## config.mk

```make
export PLATFORM = sky130hd
export DESIGN_NAME = exec_ctrl
export DESIGN_NICKNAME = d
export VERILOG_FILES = /design/src/rtl/exec_ctrl_pkg.sv /design/src/rtl/exec_ctrl_cond_eval.sv /design/src/rtl/exec_ctrl.sv
export SDC_FILE = /design/constraint.sdc
export NUM_CORES = 1
export LEC_CHECK = 0
export BUFFER_PORTS_ARGS = -buffer_cell sky130_fd_sc_hd__buf_2
export CAP_MARGIN = 30
export CORE_MARGIN = 4
export CORE_UTILIZATION = 52
export CTS_CLUSTER_DIAMETER = 150
export DETAILED_ROUTE_END_ITERATION = 8
export PLACE_DENSITY = 0.91
export SYNTH_ARGS = -nofsm -noshare
export SYNTH_HDL_FRONTEND = slang
export SYNTH_SLANG_ARGS = --single-unit
export TNS_END_PERCENT = 50
```

## constraint.sdc

```tcl
create_clock -name clk -period 3.95 [get_ports clk]
set_input_delay 0.79 -clock clk [delete_from_list [all_inputs] [get_ports clk]]
set_output_delay 0.79 -clock clk [all_outputs]
set_load 0.05 [all_outputs]
```

## src/rtl/exec_ctrl_pkg.sv

```systemverilog
// Shared Y86 execute-control definitions: instruction/function codes,
// register and status codes, controller state encodings and the CC layout.
package exec_ctrl_pkg;

    // Instruction codes (icode)
    localparam logic [3:0] I_NOP    = 4'h1;
    localparam logic [3:0] I_CMOVXX = 4'h2;
    localparam logic [3:0] I_MRMOVL = 4'h5;
    localparam logic [3:0] I_OPL    = 4'h6;
    localparam logic [3:0] I_JXX    = 4'h7;
    localparam logic [3:0] I_RET    = 4'h9;
    localparam logic [3:0] I_POPL   = 4'hB;

    // ALU function codes (ifun for OPL)
    localparam logic [3:0] ALU_ADD  = 4'h0;
    localparam logic [3:0] ALU_SUB  = 4'h1;
    localparam logic [3:0] ALU_AND  = 4'h2;
    localparam logic [3:0] ALU_XOR  = 4'h3;

    // Branch/move condition codes (ifun for JXX/CMOVXX)
    localparam logic [3:0] C_YES    = 4'h0;
    localparam logic [3:0] C_LE     = 4'h1;
    localparam logic [3:0] C_L      = 4'h2;
    localparam logic [3:0] C_E      = 4'h3;
    localparam logic [3:0] C_NE     = 4'h4;
    localparam logic [3:0] C_GE     = 4'h5;
    localparam logic [3:0] C_G      = 4'h6;

    // Register id meaning "no register"
    localparam logic [3:0] RNONE    = 4'hF;

    // Pipeline status codes
    localparam logic [2:0] STAT_AOK = 3'd1;
    localparam logic [2:0] STAT_HLT = 3'd2;
    localparam logic [2:0] STAT_ADR = 3'd3;
    localparam logic [2:0] STAT_INS = 3'd4;

    // Controller state encodings
    localparam logic [1:0] ST_RUN    = 2'd0;
    localparam logic [1:0] ST_DRAIN  = 2'd1;
    localparam logic [1:0] ST_HALTED = 2'd2;

    // Condition-code register, packed as {ZF,SF,OF}
    typedef struct packed {
        logic zf;
        logic sf;
        logic of;
    } cc_t;

    localparam cc_t CC_RESET = '{zf: 1'b1, sf: 1'b0, of: 1'b0};

endpackage

```

## src/rtl/exec_ctrl_cond_eval.sv

```systemverilog
// Combinational jump/cmov condition evaluator.
// Ports:
//   cc_i   - condition codes {ZF,SF,OF}
//   ifun_i - condition selector (ifun of JXX/CMOVXX)
//   cnd_o  - condition result; 0 for undefined selectors
module exec_ctrl_cond_eval
    import exec_ctrl_pkg::*;
(
    input  cc_t        cc_i,
    input  logic [3:0] ifun_i,
    output logic       cnd_o
);

    logic lt;

    assign lt = cc_i.sf ^ cc_i.of;

    // Y86 condition table
    always_comb begin
        cnd_o = 1'b0;
        case (ifun_i)
            C_YES:   cnd_o = 1'b1;
            C_LE:    cnd_o = lt | cc_i.zf;
            C_L:     cnd_o = lt;
            C_E:     cnd_o = cc_i.zf;
            C_NE:    cnd_o = ~cc_i.zf;
            C_GE:    cnd_o = ~lt;
            C_G:     cnd_o = ~lt & ~cc_i.zf;
            default: cnd_o = 1'b0;
        endcase
    end

endmodule

```

## src/rtl/exec_ctrl.sv

```systemverilog
// Execute-stage pipeline controller for the Y86 core.
// Owns the condition-code register, evaluates e_Cnd, detects load-use /
// ret / mispredict hazards, drives stage stall/bubble controls, runs the
// RUN/DRAIN/HALTED state machine and keeps saturating perf counters.
// Ports:
//   clk, rst                 - clock, async active-low reset
//   D_icode, d_srcA, d_srcB  - decode-stage icode and source registers
//   E_icode, E_ifun, E_dstM  - execute-stage icode/ifun/load destination
//   e_valA, e_valB, e_valE   - ALU operands and result
//   M_icode, m_stat, W_stat  - memory icode, memory and writeback status
//   e_Cnd, cc_o              - condition result, CC register {ZF,SF,OF}
//   F_stall .. W_stall       - per-stage pipeline controls
//   cpu_halted, halt_stat    - halted flag and the status that caused it
//   perf_cycles/stalls/mispred - saturating performance counters
module exec_ctrl
    import exec_ctrl_pkg::*;
#(
    parameter int unsigned WORD_W = 32,
    parameter int unsigned CNT_W  = 32
) (
    input  logic              clk,
    input  logic              rst,
    input  logic [3:0]        D_icode,
    input  logic [3:0]        d_srcA,
    input  logic [3:0]        d_srcB,
    input  logic [3:0]        E_icode,
    input  logic [3:0]        E_ifun,
    input  logic [3:0]        E_dstM,
    input  logic [WORD_W-1:0] e_valA,
    input  logic [WORD_W-1:0] e_valB,
    input  logic [WORD_W-1:0] e_valE,
    input  logic [3:0]        M_icode,
    input  logic [2:0]        m_stat,
    input  logic [2:0]        W_stat,
    output logic              e_Cnd,
    output logic [2:0]        cc_o,
    output logic              F_stall,
    output logic              D_stall,
    output logic              D_bubble,
    output logic              E_bubble,
    output logic              M_bubble,
    output logic              W_stall,
    output logic              cpu_halted,
    output logic [2:0]        halt_stat,
    output logic [CNT_W-1:0]  perf_cycles,
    output logic [CNT_W-1:0]  perf_stalls,
    output logic [CNT_W-1:0]  perf_mispred
);

    localparam logic [CNT_W-1:0] CNT_MAX = {CNT_W{1'b1}};

    cc_t              cc_q, cc_d;
    logic [1:0]       state_q, state_d;
    logic [2:0]       halt_stat_q, halt_stat_d;
    logic [CNT_W-1:0] cyc_q, cyc_d;
    logic [CNT_W-1:0] stl_q, stl_d;
    logic [CNT_W-1:0] mis_q, mis_d;

    logic cnd_raw;
    logic load_use;
    logic ret_haz;
    logic mispred;
    logic m_ok;
    logic w_ok;
    logic cc_we;
    logic sign_a;
    logic sign_b;
    logic sign_e;
    logic unused_val_lsbs;

    // Only operand sign bits matter for overflow detection
    assign sign_a          = e_valA[WORD_W-1];
    assign sign_b          = e_valB[WORD_W-1];
    assign sign_e          = e_valE[WORD_W-1];
    assign unused_val_lsbs = ^{e_valA[WORD_W-2:0], e_valB[WORD_W-2:0]};

    // Condition always comes from the registered CC, never the pending update
    exec_ctrl_cond_eval u_cond_eval (
        .cc_i   (cc_q),
        .ifun_i (E_ifun),
        .cnd_o  (cnd_raw)
    );

    assign e_Cnd = ((E_icode == I_JXX) || (E_icode == I_CMOVXX)) && cnd_raw;

    // Hazard detection
    assign m_ok     = (m_stat == STAT_AOK);
    assign w_ok     = (W_stat == STAT_AOK);
    assign load_use = ((E_icode == I_MRMOVL) || (E_icode == I_POPL)) &&
                      (E_dstM != RNONE) &&
                      ((E_dstM == d_srcA) || (E_dstM == d_srcB));
    assign ret_haz  = (D_icode == I_RET) || (E_icode == I_RET) || (M_icode == I_RET);
    assign mispred  = (E_icode == I_JXX) && !e_Cnd;

    // FSM next state and pipeline controls
    always_comb begin
        state_d     = state_q;
        halt_stat_d = halt_stat_q;
        F_stall     = 1'b0;
        D_stall     = 1'b0;
        D_bubble    = 1'b0;
        E_bubble    = 1'b0;
        M_bubble    = 1'b0;
        W_stall     = 1'b0;
        case (state_q)
            ST_RUN, ST_DRAIN: begin
                F_stall  = load_use | ret_haz;
                D_stall  = load_use;
                D_bubble = mispred | (ret_haz & ~load_use);
                E_bubble = mispred | load_use;
                M_bubble = ~m_ok | ~w_ok;
                W_stall  = ~w_ok;
                // Writeback fault wins over a memory fault in the same cycle
                if (!w_ok) begin
                    state_d     = ST_HALTED;
                    halt_stat_d = W_stat;
                end else if (!m_ok && (state_q == ST_RUN)) begin
                    state_d = ST_DRAIN;
                end
            end
            ST_HALTED: begin
                F_stall = 1'b1;
                D_stall = 1'b1;
                W_stall = 1'b1;
            end
            default: begin
                state_d = ST_RUN;
            end
        endcase
    end

    assign cc_we = (E_icode == I_OPL) && m_ok && w_ok && (state_q == ST_RUN);

    // Condition-code update from the ALU result
    always_comb begin
        cc_d = cc_q;
        if (cc_we) begin
            cc_d.zf = (e_valE == '0);
            cc_d.sf = sign_e;
            case (E_ifun)
                ALU_ADD: cc_d.of = (sign_a == sign_b) && (sign_e != sign_a);
                ALU_SUB: cc_d.of = (sign_a != sign_b) && (sign_e != sign_b);
                ALU_AND: cc_d.of = 1'b0;
                ALU_XOR: cc_d.of = 1'b0;
                default: cc_d.of = 1'b0;
            endcase
        end
    end

    // Saturating performance counters
    always_comb begin
        cyc_d = cyc_q;
        stl_d = stl_q;
        mis_d = mis_q;
        if ((state_q == ST_RUN) || (state_q == ST_DRAIN)) begin
            if (cyc_q != CNT_MAX) cyc_d = cyc_q + CNT_W'(1);
        end
        if (state_q == ST_RUN) begin
            if (F_stall && (stl_q != CNT_MAX)) stl_d = stl_q + CNT_W'(1);
            if (mispred && (mis_q != CNT_MAX)) mis_d = mis_q + CNT_W'(1);
        end
    end

    // State registers
    always_ff @(posedge clk or negedge rst) begin
        if (!rst) begin
            state_q     <= ST_RUN;
            halt_stat_q <= STAT_AOK;
            cc_q        <= CC_RESET;
            cyc_q       <= '0;
            stl_q       <= '0;
            mis_q       <= '0;
        end else begin
            state_q     <= state_d;
            halt_stat_q <= halt_stat_d;
            cc_q        <= cc_d;
            cyc_q       <= cyc_d;
            stl_q       <= stl_d;
            mis_q       <= mis_d;
        end
    end

    assign cc_o         = cc_q;
    assign cpu_halted   = (state_q == ST_HALTED);
    assign halt_stat    = halt_stat_q;
    assign perf_cycles  = cyc_q;
    assign perf_stalls  = stl_q;
    assign perf_mispred = mis_q;

endmodule

```

# After elaboration in Yosys (flattened, before gate mapping)
# Index checks and enable logic that the tools add are counted.
# word_totals
regBits	104
word_cells	94
inputBits	132
rom_bits	0
n_memories	0
ramBits	0
latchBits	0
# op_classes
mux	11
n_lt_le_gt_ge	0
add_sub_neg	3
mul	0
n_eq_ne	29
bitwise_logic	14
shifts	0
n_reduce_logical	29
div_mod_pow	0
# op_table
op	n
adder 32 x 1 -> 32 bit (second input constant)	3
!= test 32 bit (second input constant)	3
zero test 32 bit	1
equality test 4 x 3 -> 1 bit (second input constant)	6
equality test 4 bit (second input constant)	4
equality test 4 x 2 -> 1 bit (second input constant)	3
logical AND 1 bit	12
AND reduction 2 bit	5
equality test 4 bit	2
case mux 1 bit (2 select lines)	4
case mux 1 bit (7 select lines)	1
equality test 3 x 1 -> 1 bit (second input constant)	2
logical OR 1 bit	6
NOT 1 bit	6
OR 1 bit	5
equality test 4 x 1 -> 1 bit (second input constant)	1
zero test 4 bit	1
two-way mux 2 bit	2
!= test 4 bit (second input constant)	1
case mux 2 bit (2 select lines)	1
two-way mux 1 bit	3
!= test 1 bit	3
!= test 3 bit (second input constant)	1
bitwise AND 1 bit	2
7 further kinds	8

# Depth between registers and ports, before layout
# Gate-level depths: netlist of run 1.
# logic_depth
word_depth	9
mapped_depth	8

# By module
# Synthesis of run 1 repeated with hierarchy kept, for this count alone.
# hier_totals
hier_cells	512
area_unflattened_um2	5283.8
# by_module_without_submodules
module	area_each_um2	instances	cells_each
exec_ctrl	5202.5	1	502
exec_ctrl_cond_eval	81.3	1	10

# Least setup slack after synthesis of run 1
# Ideal clock, no wire load.
# synth_timing
path_type	input-to-output
startpoint	input port E_dstM[1]
endpoint	output port F_stall
required_ns	3.160
setup_slack_ns	0.016
cell_stages	5
path_buffers	0
t_arrival_ns	3.144
path_cell_list	xor2_1 -> nor4_1 -> o21ai_0 -> o21ai_0 -> nand2b_1
# synth_via
elab_chain_cells	5
elab_cells_between_ends	8
classes_between	3 x eq/ne; 1 x mux; 1 x bitwise; 3 x reduce/logical
# synth_lines
item	line	rtl
from (decl)	exec_ctrl.sv:28	input logic [3:0] E_dstM,
!= test 4 bit or equality test 4 bit (tied branches)	exec_ctrl.sv:90, exec_ctrl.sv:91	
logical AND 1 bit or logical OR 1 bit (tied branches)	exec_ctrl.sv:89, exec_ctrl.sv:91	
logical AND 1 bit *	exec_ctrl.sv:90	(E_dstM != RNONE) &&
OR 1 bit *	exec_ctrl.sv:107	F_stall = load_use | ret_haz;
case mux 1 bit (2 select lines) *	exec_ctrl.sv:105	case (state_q)
to (decl)	exec_ctrl.sv:37	output logic F_stall,
# Every way passes the cells marked *; elsewhere a longest branch is shown, timed or not.

# Worst setup path after layout of run 1
# layout_timing
startpoint	input port E_dstM[0]
endpoint	output port F_stall
# The elaborated chain is that of the path after synthesis.

==> results of run 1 <==
==> flip-flops by register name, summed over array words and instances, names as in the netlist <==
name          count
perf_stalls      32
cc_o              3
halt_stat         3
perf_cycles      32
state_q           2
perf_mispred     32
==> path summary, 6_finish.rpt <==
path,startpoint,to,depth (start not counted)
min,rst,perf_stalls[15],1
max in group asynchronous,rst,perf_mispred[18],3
min reg2reg,halt_stat[0],halt_stat[0],2
max reg2reg,state_q[1],perf_mispred[17],5
max,E_dstM[0],F_stall,7
min in group clk,halt_stat[0],halt_stat[0],2
==> power breakdown <==
part           switching (mW)  total, mW  leakage (nW)  internal, mW
sequential             0.0656       1.18          1.40          1.12
combinational           0.362      0.496          2.05         0.134
clock                   0.345      0.637        0.0904         0.291
total                   0.773       2.32          3.53          1.54
==> synthesized netlist by cell type (all sizes together) (5+ instances only) <==
| library cell | n |
|---|---|
| and2 | 7 |
| a21oi | 7 |
| nand2 | 48 |
| nor3 | 19 |
| or3 | 5 |
| dfrtp | 102 |
| clkbuf | 6 |
| o21ai | 8 |
| nor3b | 7 |
| buf | 7 |
| xnor2 | 44 |
| inv | 13 |
| nor4 | 31 |
| and3 | 21 |
| mux2 | 6 |
| and4 | 5 |
| nand4 | 37 |
| xor2 | 57 |
| nand3 | 39 |
| nor2 | 39 |
==> routing by layer <==
layer	vias up	global-route usage	part of all wire	wire length, microns
li1	2311	-	-	-
met3	25	0.0644	0.075	1090
met2	178	0.392	0.49	7200
met1	2416	0.302	0.41	6030
met5	-	0	0.00089	13
met4	2	0.0608	0.019	283
==> logic make-up (layout without fill, tap and decap cells) <==
| logic type | Yosys count | count (layout) |
|---|---|---|
| and+or+nand+nor | 278 | 278 |
| DFF | 104 | 104 |
| xor gates and xnor gates | 101 | 101 |
| AOI/OAI and AO/OA | 29 | 29 |
| buffers and inverters | 26 | 212 |
| muxes | 7 | 7 |
| adders and majority gates | 3 | 3 |
==> per-stage QoR <==
stage	power [mW]	setup WS, ns	hold slack, ns	utilization
finish	2.32	0.632	0.271	0.655
global route	2.42	0.471	0.256	0.655
CTS	2.34	0.594	0.259	0.655
detailed placement	1.70	0.596	0.459	0.638
global placement	1.68	0.649	0.447	0.635
floorplan	1.53	0.0163	0.494	-
==> area by class of cell <==
cell class | count | area [sq um] | share of cell area
Timing Repair Buffer | 184 | 956 | 0.141
Clock inverter | 3 | 43.8 | 0.00647
Tap cell | 136 | 170 | 0.0252
Sequential cell | 104 | 2610 | 0.385
Multi-Input combinational cell | 418 | 2810 | 0.415
Inverter | 13 | 48.8 | 0.00721
Clock buffer | 12 | 135 | 0.0200
==> worst register-to-register path, cell delays in order (launching register included) <==
cell and delay, ns:
dfrtp_1 0.60, nor2_1 0.45, o2111ai_2 0.55, buf_4 0.39
nor4_1 0.34, xor2_1 0.17
==> results.md, run 1 <==
- Post-DP HPWL: 11400 microns
- Die Span X: 111 microns
- N_diodes: 0
- Cells after Synth: 548
- Seq/Total Area, Yosys: 0.471
- Total GRT Usage: 0.234
- Clk_lat worst skew: 0.36 ns
- Filler instances: 815
- XOR/XNOR Fraction of Synth Area: 0.160
- Via density: 5.67
- DR vias: 4932
- Max-slew headroom at the worst pin: 0.412
- Hold Crit Class: in -> async
- Post-Synth Simple-Gate Area: 0.290
- Period utilization: 0.840
- CP max stage cell: nor4_1
- Clk slew on worst S/H paths: 0.09 ns
- Final Cell Area: 6760 sq um
- Data arrival, critical path: 2.53 ns
- Buf+Inv Stages, Crit Path: 2
- Total wire length: 14600 microns
- Power Dens Cells: 343 nW/um^2
- Initial Utilization: 0.536
- Port Buffer Count: 179
- Placed insts: 855
- Post-Syn Area: 5530 sq um
- CTS tree: done
- Syn Area/Cell: 10.1 sq um
- Critical Path RT: 3.16 ns
- Max Freq: 301 MHz
- CTS H-tree lvls: 3
- Setup TNS: 0 ns
- Worst R2R Setup Slack: 1.38 ns
- Largest stage delay, worst path: 0.42 ns
- Hold Buf Count CTS: 0
- Synth unique cells: 55
- Drt first pass iters: 5
- Layout Nets: 865
- Hold Vio Cnt, Final: 0
- Worst IR Drop VDD: 0.256 mV
- Initial antenna violation count: 1
- Area share of the largest cell type after synthesis: 0.461
- Cell Chain, Critical Path: buf_2 -> xor2_1 -> nor4_1 -> o21ai_0 -> o21ai_0 -> nand2b_1 -> buf_2
- Core Region: 10300 sq um
- Delay-heaviest family, CP: compound AO/OA/AOI/OAI gates
- Ys Warns: 0
- RSZ-0062 raised after global routing: no
- CP endpoint kind: primary output
- Post-Synth Adder-Cell Area: 0.00679
- I/O pins: 242
- Skew final: 0.00894 ns
- Number of synthesized flops with an enable pin: 0
- GR Overflow Total: 0
- Synth Area in Compound Gates: 0.0344
- Most used DFF post-synth: dfrtp_1
- Max Slew Vio Count: 0
- CTS Buffer Depth: 2
- Critical path type: in -> out
- Syn_nets: 683
- Placed Instance Area: 6590 sq um
- Routed wire length per instance: 16.8 microns
- CTS sink cnt: 104
- Post-cts resize count: 0
- Minimum clock period: 3.32 ns
- Vias in the first global route: 4931
- Top post-synthesis cells by area: dfrtp_1 (46%), xor2_1 (9.0%), xnor2_1 (7.0%)
- Commonest non-fill, non-tap cell in the layout: buf_2
- Largest net degree at the start of global routing: 71
- Postcts setup bufs: 0
- Crit path max fanout: 4
- Kind of start point of the critical path: primary input
- Clock Tree Root: clkbuf_8
- Num CTS Buffers: 9
- Full die area: 12400 sq um
- Number of max-cap violations: 0
- DRT iter0 DRCs: 305
- Leading area contributor after synthesis: dfrtp_1
- Die Height: 111 microns
- Share of synthesized registers carrying an async set or reset: 1.00
- Detailed-route DRC error count: 0
- Mux share of post-synthesis cell area: 0.0147
- Final setup viols: 0
- Area grow syn2layout: 22.3%
- Actual slew at the worst max-slew pin: 0.873 ns
- Global-route wire length before repair: 24000 microns
- Leak pwr: 3.53 nW
- Yosys reg bits: 104
- Non-Filler Instances: 870
- Final antenna-violating net count: 0
- Outcome: finished clean
- Layout cells sized above 1: 0.300
- Commonest non-fill, non-tap cells in the layout: buf_2 (178), dfrtp_1 (102), xor2_1 (57), nand2_1 (48), xnor2_1 (44)
- Combinational family with the most area after synthesis: simple AND/OR/NAND/NOR gates
- RePlAce Congestion: 0.877
- Num rows: 37
No activity file was read; power rests on OpenSTA's default activity.
==> run 2, diff against run 1 <==
Settings changed: CORE_UTILIZATION 52 to 48, PLACE_DENSITY 0.91 to 0.85.
Clock period 3.95 ns to 3.3 ns, I/O delays scaled along.
==> results.md, run 2 (synthesized netlist as in run 1, its figures left out) <==
- Outcome: finished clean
- CTS sink cnt: 104
- Num CTS Buffers: 9
- Period utilization: 0.882
- Clock Tree Root: clkbuf_16
- N_diodes: 0
- Global-route wire length before repair: 23800 microns
- CP endpoint kind: primary output
- Final Cell Area: 6930 sq um
- Postcts setup bufs: 0
- RSZ-0062 raised after global routing: no
- Kind of start point of the critical path: primary input
- GR Overflow Total: 0
- Detailed-route DRC error count: 0
- Number of max-cap violations: 0
- Clk_lat worst skew: 0.35 ns
- Clk slew on worst S/H paths: 0.07 ns
- Die Height: 115 microns
- Total wire length: 14800 microns
- Via density: 5.73
- Layout cells sized above 1: 0.309
- Total GRT Usage: 0.223
- Max Slew Vio Count: 0
- Skew final: 0.00711 ns
- Hold Buf Count CTS: 0
- Power Dens Cells: 450 nW/um^2
- DR vias: 5040
- Power Total: 3.12 mW
- Layout Nets: 870
- Max-slew headroom at the worst pin: 0.499
- Worst R2R Setup Slack: 0.78 ns
- Leak pwr: 3.62 nW
- Final antenna-violating net count: 0
- Initial Utilization: 0.499
- Actual slew at the worst max-slew pin: 0.746 ns
- RePlAce Congestion: 0.898
- Num rows: 38
- Max Freq: 344 MHz
- Worst IR Drop VDD: 0.565 mV
- Full die area: 13300 sq um
- Commonest non-fill, non-tap cells in the layout: buf_2 (178), dfrtp_1 (102), xor2_1 (57), nand2_1 (48), xnor2_1 (44)
- Initial antenna violation count: 2
- DRT iter0 DRCs: 440
- R2R cell count: 6
- Placed Instance Area: 6620 sq um
- CTS H-tree lvls: 3
- CTS tree: done
- Core Region: 11100 sq um
- Data arrival, critical path: 2.25 ns
- Post-DP HPWL: 11400 microns
- Largest net degree at the start of global routing: 44
- Commonest non-fill, non-tap cell in the layout: buf_2
- Crit path max fanout: 4
- Drt first pass iters: 4
- Port Buffer Count: 179
- Reg-to-Reg Start: perf_mispred[4]
- Routed wire length per instance: 16.8 microns
- Critical path type: in -> out
- CTS Buffer Depth: 2
- Hold Crit Class: in -> async
- Die Span X: 115 microns
- Vias in the first global route: 4952
- Hold Vio Cnt, Final: 0
- Area grow syn2layout: 25.2%
- Final setup viols: 0
- Critical Path RT: 2.64 ns
- Post-cts resize count: 0
- Reg2reg end: perf_mispred[4]
- Setup TNS: 0 ns
- Minimum clock period: 2.91 ns
- I/O pins: 242
run 2: per-stage QoR:
step                      hold slack (ns)   util  worst slack, ns  cells
after floorplan                     0.364      -           0.0332    548
after global placement              0.448  0.596            0.425    863
after detailed placement            0.469  0.598            0.418    864
after CTS                           0.297  0.625            0.379    880
after global routing                0.330  0.625            0.293    880
final                               0.285  0.625            0.391    880
run 2: area by class of cell:
class / count / area (sq um)
clock buffers: 11 / 253
clock inverters: 5 / 53.8
fillers: 864 / 4150
inverters: 13 / 48.8
multi-input cells: 418 / 2810
flip-flops and latches: 104 / 2610
well taps: 140 / 175
repair buffers: 189 / 986
run 2: worst max-delay path by stage:
stage	slack, ns	depth (start not counted)	to	start
finish	0.39	7	F_stall	E_dstM[1]
global route	0.29	7	F_stall	E_dstM[1]
CTS	0.38	7	E_bubble	cc_o[2]
detailed placement	0.42	7	F_stall	E_dstM[1]
global placement	0.43	7	F_stall	E_dstM[1]
floorplan	0.03	5	F_stall	E_dstM[1]
run 2: layer usage:
| layer | wire [microns] | track usage | vias up |
|---|---|---|---|
| met5 | 21 | 0 | - |
| met4 | 291 | 0.0837 | 4 |
| met3 | 1090 | 0.0479 | 34 |
| met2 | 7450 | 0.375 | 200 |
| met1 | 5920 | 0.284 | 2472 |
| li1 | - | - | 2330 |
run 2: where the power goes:
group / total, mW / switching, mW / internal [mW] / leakage, nW
clock network: 1.10 / 0.472 / 0.628 / 0.156
registers: 1.40 / 0.0637 / 1.34 / 1.40
logic: 0.612 / 0.446 / 0.165 / 2.07
run 2: worst max-delay path, cell delays in order:
cell and delay (ns):
buf_2 0.13, xor2_1 0.16, nor4_1 0.42, o21ai_0 0.25, o21ai_1 0.23, nand2b_1 0.13
buf_2 0.26
==> run 3, diff against run 2 <==
Settings changed: CORE_UTILIZATION 48 to 43, PLACE_DENSITY 0.85 to 0.81.
Clock period 3.3 ns to 2.6 ns, I/O delays scaled along.
==> results.md, run 3 (synthesized netlist as in run 1, its figures left out) <==
- Num CTS Buffers: 9
- Kind of start point of the critical path: flop
- CP Depth: 8
- Critical path type: reg -> out
- Critical Path RT: 2.08 ns
- Layout cells sized above 1: 0.323
- Worst R2R Setup Slack: 0.36 ns
- Initial antenna violation count: 4
- Outcome: finished clean
- Total wire length: 14100 microns
- RePlAce Congestion: 0.841
- Post-DP HPWL: 10900 microns
- Met2 usage: 0.311
- I/O pins: 242
- Clk_lat worst skew: 0.35 ns
- R2R cell count: 6
- CP endpoint kind: primary output
- Busiest grt layer: met2
- Port Buffer Count: 179
- CTS Buffer Depth: 2
- Worst setup path start: cc_o[2]
- Worst IR Drop VDD: 0.384 mV
- Setup TNS: 0 ns
- CP max stage cell: dfstp_2
- Sequential share of power: 0.455
- Via density: 5.31
- Met1 Resource Use GR: 0.257
- Drt first pass iters: 4
- Clock Power Share: 0.347
- Buf+Inv Stages, Crit Path: 3
- RSZ-0062 raised after global routing: no
- Commonest non-fill, non-tap cells in the layout: buf_2 (176), dfrtp_1 (102), xor2_1 (57), nand2_1 (48), xnor2_1 (44)
- Clock Tree Root: clkbuf_16
- Hold Crit Class: in -> async
- CTS sink cnt: 104
- Minimum clock period: 2.49 ns
- Final worst setup slack: 0.110 ns
- Met3 global-route usage: 0.0457
- Non-Filler Instances: 919
- Area grow syn2layout: 27.5%
- Largest stage delay, worst path: 0.56 ns
- WHS: 0.136 ns
- Max Slew Vio Count: 0
- GR Overflow Total: 0
- Actual slew at the worst max-slew pin: 0.661 ns
- Commonest non-fill, non-tap cell in the layout: buf_2
- Period utilization: 0.958
- Die Height: 121 microns
- Core Region: 12600 sq um
- DR vias: 4883
- Cell Chain, Critical Path: inv_1 -> o211ai_1 -> nand3b_1 -> nor2_2 -> nor3_2 -> buf_4 -> o21bai_1 -> buf_6
- Placed insts: 901
- Delay-heaviest family, CP: flip-flops
- Die Span X: 121 microns
- Max Freq: 402 MHz
- CTS tree: done
- Final Cell Area: 7050 sq um
- Clk slew on worst S/H paths: 0.08 ns
- Worst slack at placement: 0.0121 ns
- Final setup viols: 0
- Layout Nets: 876
- CTS H-tree lvls: 3
- Total GRT Usage: 0.194
- Full die area: 14700 sq um
- P_int: 2.67 mW
- Reg-to-Reg Start: perf_cycles[2]
- Routed wire length per instance: 15.3 microns
- Initial Utilization: 0.438
- Crit path max fanout: 4
- Num rows: 41
- Vias in the first global route: 4666
- Detailed-route DRC error count: 0
- Sw frac: 0.321
- Power Total: 3.94 mW
- Comb pwr share: 0.198
- Hold Vio Cnt, Final: 0
- Psw: 1.26 mW
- Placed Instance Area: 6710 sq um
- Largest net degree at the start of global routing: 44
- Global-route wire length before repair: 23000 microns
- Number of max-cap violations: 0
- Final antenna-violating net count: 0
- Max-slew headroom at the worst pin: 0.558
- Leak pwr: 3.64 nW
- Power Dens Cells: 559 nW/um^2
- DRT iter0 DRCs: 258
- Final Core Density: 0.559
- Skew final: 0.0113 ns
- Data arrival, critical path: 1.97 ns
-- run 3: changes by cell type in the layout (fill, tap and decap cells not counted), sizes merged --
cell / delta
buf: +6
clkbuf: -2
clkinv: -2
clkinvlp: +2
diode: +1
inv: +2
-- run 3: cell type report --
class	instances	area [sq um]
tap	172	215
timing repair buffer	195	1040
sequential	104	2610
clock buffer	9	225
multi-input combinational	418	2840
fill	1120	5570
inverter	13	48.8
antenna	1	2.50
clock inverter	7	76.3
-- run 3: worst reg2reg max path, delay by kind of cell, from the launching register on --
kind                      cells  cell delay, ns
xor gates and xnor gates      1            0.16
DFF                           1            0.42
and+or+nand+nor               5            1.60
-- run 3: power groups by stage --
stage	Combinational, mW	Sequential, mW	Clock, mW
floorplan	0.271	2.06	0
global placement	0.772	1.82	0
detailed placement	0.784	1.82	0
CTS	0.785	1.79	1.40
global route	0.838	1.81	1.46
finish	0.779	1.79	1.37
-- run 3: worst paths after layout --
path / endpoint
worst min-delay path: perf_stalls[26]
min in group clk: halt_stat[0]
worst max register to register: perf_cycles[31]
max in group asynchronous: perf_stalls[14]
worst max-delay path: E_bubble
worst min register to register: halt_stat[0]
-- run 3: routing by layer --
layer,vias to the layer above,routed length (microns),share of wire
li1,2348,-,-
met1,2343,6110,0.43
met2,156,6780,0.48
met3,30,862,0.061
met4,6,318,0.023
met5,-,34,0.0024
-- run 3: timing repair --
item / 4_1_cts / 5_1_grt
pin swaps: 0 / 2
resized for setup: 3 / 5
buffers inserted: 0 / 1
setup endpoints to repair: 2 / 3
hold endpoints to repair: 0 / 0
hold buffers: 0 / 0
